--- config.mk ---
export PLATFORM = sky130hd
export DESIGN_NAME = serial_tx_fsm
export DESIGN_NICKNAME = d
export VERILOG_FILES = /design/src/rtl/serial_tx_fsm.sv
export SDC_FILE = /design/constraint.sdc
export NUM_CORES = 1
export LEC_CHECK = 0
export ABC_CLOCK_PERIOD_IN_PS = 2100
export BUFFER_PORTS_ARGS = -buffer_cell sky130_fd_sc_hd__buf_2
export CAP_MARGIN = 20
export CORE_AREA = 8 8 77 52
export CTS_CLUSTER_DIAMETER = 200
export DETAILED_ROUTE_END_ITERATION = 12
export DIE_AREA = 0 0 85 60
export GPL_TIMING_DRIVEN = 0
export PLACE_DENSITY = 0.51
export SLEW_MARGIN = 20
export SYNTH_ARGS = -nofsm -noshare
export SYNTH_HDL_FRONTEND = slang
export SYNTH_SLANG_ARGS = --single-unit
--- constraint.sdc ---
create_clock -name clk -period 2.1 [get_ports clk]
set_clock_uncertainty 0.2 [all_clocks]
set_input_delay 0.105 -clock clk [delete_from_list [all_inputs] [get_ports clk]]
set_output_delay 0.105 -clock clk [all_outputs]
set_load 0.02 [all_outputs]
--- src/rtl/serial_tx_fsm.sv ---
// serial_tx_fsm: frame-based serial transmitter.
// Frame = start bit (0), WIDTH data bits LSB-first, stop bit (1).
// Every bit is held on tx for CLKS_PER_BIT clocks. All outputs are registered.
module serial_tx_fsm #(
  parameter int unsigned WIDTH        = 8,
  parameter int unsigned CLKS_PER_BIT = 4
) (
  input  logic             clk,
  input  logic             rst,
  input  logic             start,
  input  logic [WIDTH-1:0] din,
  output logic             tx,
  output logic             busy,
  output logic             done
);

  // Counter widths, at least one bit even for degenerate ranges.
  localparam int unsigned TICK_W = (CLKS_PER_BIT > 1) ? $clog2(CLKS_PER_BIT) : 1;
  localparam int unsigned BIT_W  = (WIDTH > 1) ? $clog2(WIDTH) : 1;

  // Index of the bit that becomes the LSB after one right shift.
  localparam int unsigned NEXT_LSB = (WIDTH > 1) ? 1 : 0;

  localparam logic [TICK_W-1:0] TICK_LAST = TICK_W'(CLKS_PER_BIT - 1);
  localparam logic [BIT_W-1:0]  BIT_LAST  = BIT_W'(WIDTH - 1);

  typedef enum logic [1:0] {
    IDLE  = 2'd0,
    START = 2'd1,
    DATA  = 2'd2,
    STOP  = 2'd3
  } state_t;

  state_t            state;
  logic [WIDTH-1:0]  shreg;
  logic [TICK_W-1:0] tick;
  logic [BIT_W-1:0]  bit_cnt;

  // Frame sequencer: state, counters, shift register and registered outputs.
  always_ff @(posedge clk) begin
    if (rst) begin
      state   <= IDLE;
      shreg   <= '0;
      tick    <= '0;
      bit_cnt <= '0;
      tx      <= 1'b1;
      busy    <= 1'b0;
      done    <= 1'b0;
    end else begin
      done <= 1'b0;
      case (state)
        IDLE: begin
          tx   <= 1'b1;
          busy <= 1'b0;
          if (start) begin
            shreg   <= din;
            tick    <= '0;
            bit_cnt <= '0;
            state   <= START;
            tx      <= 1'b0;
            busy    <= 1'b1;
          end
        end

        START: begin
          if (tick == TICK_LAST) begin
            tick  <= '0;
            state <= DATA;
            tx    <= shreg[0];
          end else begin
            tick <= tick + TICK_W'(1);
          end
        end

        DATA: begin
          if (tick == TICK_LAST) begin
            tick <= '0;
            if (bit_cnt == BIT_LAST) begin
              state <= STOP;
              tx    <= 1'b1;
            end else begin
              // Drive the bit that the shift is about to expose.
              shreg   <= shreg >> 1;
              bit_cnt <= bit_cnt + BIT_W'(1);
              tx      <= shreg[NEXT_LSB];
            end
          end else begin
            tick <= tick + TICK_W'(1);
          end
        end

        STOP: begin
          if (tick == TICK_LAST) begin
            tick  <= '0;
            state <= IDLE;
            busy  <= 1'b0;
            done  <= 1'b1;
          end else begin
            tick <= tick + TICK_W'(1);
          end
        end
      endcase
    end
  end

endmodule

==> results.md <==
- Vias per std cell: between 4 and 5
- Placed cell count: 147
- Number of H-tree levels: 1
- Nets: 144
- Post-Synthesis Cells: ~100
- Placer Congestion: ~0.76
- Reg clk slew, reported paths: 0.06 ns
- Post-Syn Nets: roughly 120
- Leak: 0.486 nW
- Drt first pass iters: 4
- Multi-input gate area: roughly 530 µm²
- Core area: around 3000 µm²
- CP Class: reg -> reg
- Finished Layout Cells: approximately 160
- Die height: about 60 µm
- Final worst path period need: between 1.5 and 2 ns
- Final hold vios: 0
- Core Rows: 16
- Hold WC Path Type: in -> reg
- Status: finished, final reports clean
- I/O pin count: 14
- Area leader, netlist: dfxtp_1
- Top-area cell type share of the netlist area: between 30 and 40%
- Top_reg_cell synth: dfxtp_1
- Final ANT Viol Nets: 0
- Latest clock arrival within the worst-skew pair: ~0.25 ns
- Required time of the critical path: around 2 ns
- Storage cell area: 363 µm²
- CP max FO: 6
- Antenna Cells: 0
- Remaining DRCs: 0
- Final WL: between 1500 and 2000 µm
- Largest net degree at the start of global routing: 11
- Port-buffer cells: 12
- Slew Viols, Final: 0
- VDD IR max: between 400 and 500 µV
- Rel. slew slack: between 60% and 70%
- Setup crit start kind: flip-flop
- Post-synth EDFFs: 0
- Post-synthesis sequential area ratio: 39.0%
- Initial drt markers: 66
- Hold Path Origin: din[0]
- Hold Path Sink: shreg[0]$_SDFFE_PP0P_
- CTS tree: yes
- # fillers: 308
- Vias in the first global route: between 700 and 800
- Initial antenna violation count: 0
- Area grow syn2layout: 26.4%
- CP arrival: between 1.5 and 2 ns
- Clk root buf: clkbuf_8
- Fin Hold WS: 0.0232 ns
- Worst R2R Setup Slack: 0.17 ns
- Tcrit/Tclk final: between 90% and 100%
- Pwr dens: approximately 1400 nW/µm²
- YS warnings: 0
- Share of layout cells above drive strength 1: between 20% and 30%
- Max Cap Viol: 0
- Setup crit end kind: flip-flop
- Via count: slightly above 700
- Reg2reg end: bit_cnt[0]$_SDFFE_PP0P_
- Fmax: 0.519 GHz
- Routed WL per cell: roughly 12 µm
- Final Total Pwr: approximately 1.6 mW
- Grt total ovfl: 0
- Clock Sinks: 18
- Reg2reg path depth: 7
- Synth Cell Area: ~920 µm²
- DP Wirelength: 1390 µm
- Clock buffer depth: 2
- Die Area: between 5000 and 6000 µm²
- Util after Layout: about two fifths
- Num CTS Buffers: 3
- Worst-margin pin slew: approximately 0.49 ns
- Async SR Flop Fraction: 0%
- RSZ-0062 raised after global routing: false
- Design area: 1170 µm²
- Hold path depth: 3
- Die X-Extent: roughly 85 µm
- Register bit total from synthesis: 18
- Worst r2r src: bit_cnt[0]$_SDFFE_PP0P_
- Most frequent cells after synthesis: dfxtp_1, nor2_1, mux2i_1, ha_1, a211oi_1
- Initial core utilization: 31.0%
- Placement Cell Area: between 1000 and 1500 µm²
- Aggregate global-route resource usage: slightly above 8%
- Final setup violating endpoints: 0
- Number of library cell types mapped by synthesis: 24
- Syn avg cell area: approximately 9.3 µm²
- First-pass GRT wire length: around 3300 µm
- Top post-synthesis cells by area: dfxtp_1, mux2i_1, ha_1
routing by layer:
metal  global-route usage, %  up-vias  share of wire, %
li1                        -      389                 -
met1                    9.46      322                51
met2                    13.5       12                43
met3                    2.61        4               3.6
met4                    4.52        0               2.2
met5                       0        -                 0
power breakdown:
part / internal [mW] / total (mW) / switching [mW]
sequential: 0.452 / 0.520 / 0.0686
combinational: 0.396 / 0.835 / 0.439
clock: 0.127 / 0.237 / 0.110
sequential cells by signal, summed over array words and instances (netlist names):
signal,cells
bit_cnt,3
done,1
tx,1
state,2
busy,1
tick,2
shreg,8
placed cells by master, fill, tap and decap left out, types with 3 or more instances in the layout:
cell and count:
nand2_1 3, nand2b_1 3, dfxtp_1 16, o21ai_0 3
nor2_1 18, mux2i_1 11, ha_1 6, clkbuf_8 3
dlygate4sd3_1 7, inv_1 3, a211oi_1 6, nor3_1 3
buf_2 12, a21oi_1 4
stage by stage:
step                      setup WS (ns)  TNS (ns)
after global placement           -0.105    -0.356
final                             0.175         0
after detailed placement         -0.107    -0.263
after floorplan                   0.119         0
after global routing             0.0391         0
after CTS                        0.0342         0
critical path, stage by stage, from the launching register on:
cell and delay, ns:
dfxtp_1 0.32, ha_1 0.20, ha_2 0.18, nand2b_2 0.19, a211oi_4 0.30, buf_6 0.18, mux2i_1 0.18, nor2_1 0.05
how the worst max path moves through the flow:
stage	from	end	slack [ns]	depth (start not counted)
global placement	bit_cnt[0]$_SDFFE_PP0P_	shreg[0]$_SDFFE_PP0P_	-0.11	7
finish	bit_cnt[0]$_SDFFE_PP0P_	bit_cnt[0]$_SDFFE_PP0P_	0.17	7
floorplan	bit_cnt[0]$_SDFFE_PP0P_	shreg[1]$_SDFFE_PP0P_	0.12	7
global route	bit_cnt[0]$_SDFFE_PP0P_	bit_cnt[0]$_SDFFE_PP0P_	0.04	7
CTS	state[0]$_SDFFE_PP0P_	bit_cnt[0]$_SDFFE_PP0P_	0.03	7
detailed placement	bit_cnt[0]$_SDFFE_PP0P_	shreg[1]$_SDFFE_PP0P_	-0.11	7
timing repair:
| action | 4_1_cts | 5_1_grt |
|---|---|---|
| resized for setup | 0 | 7 |
| pin swaps | 1 | 1 |
| setup buffers | 2 | 0 |
| hold buffers | 7 | 0 |
| setup endpoints to repair | 9 | 11 |
| endpoints found under the hold margin | 7 | 0 |
final cells by class:
type / count / share of cell area [%]
multi-input combinational: 73 / 45.2
inverter: 3 / 0.964
buffer: 5 / 2.68
timing repair buffer: 21 / 12.7
tap: 36 / 3.85
clock buffer: 3 / 3.53
sequential: 18 / 31.0
cell families after synthesis:
| logic type | count (synthesis) | share of synthesized area, % |
|---|---|---|
| mux | 11 | 11.9 |
| compound gates | 19 | 16.1 |
| flops | 18 | 39.0 |
| fa+ha+maj | 8 | 10.8 |
| simple gates | 35 | 17.7 |
| buf+inv | 8 | 4.47 |
Note: power is estimated with default switching activity, not from simulation.
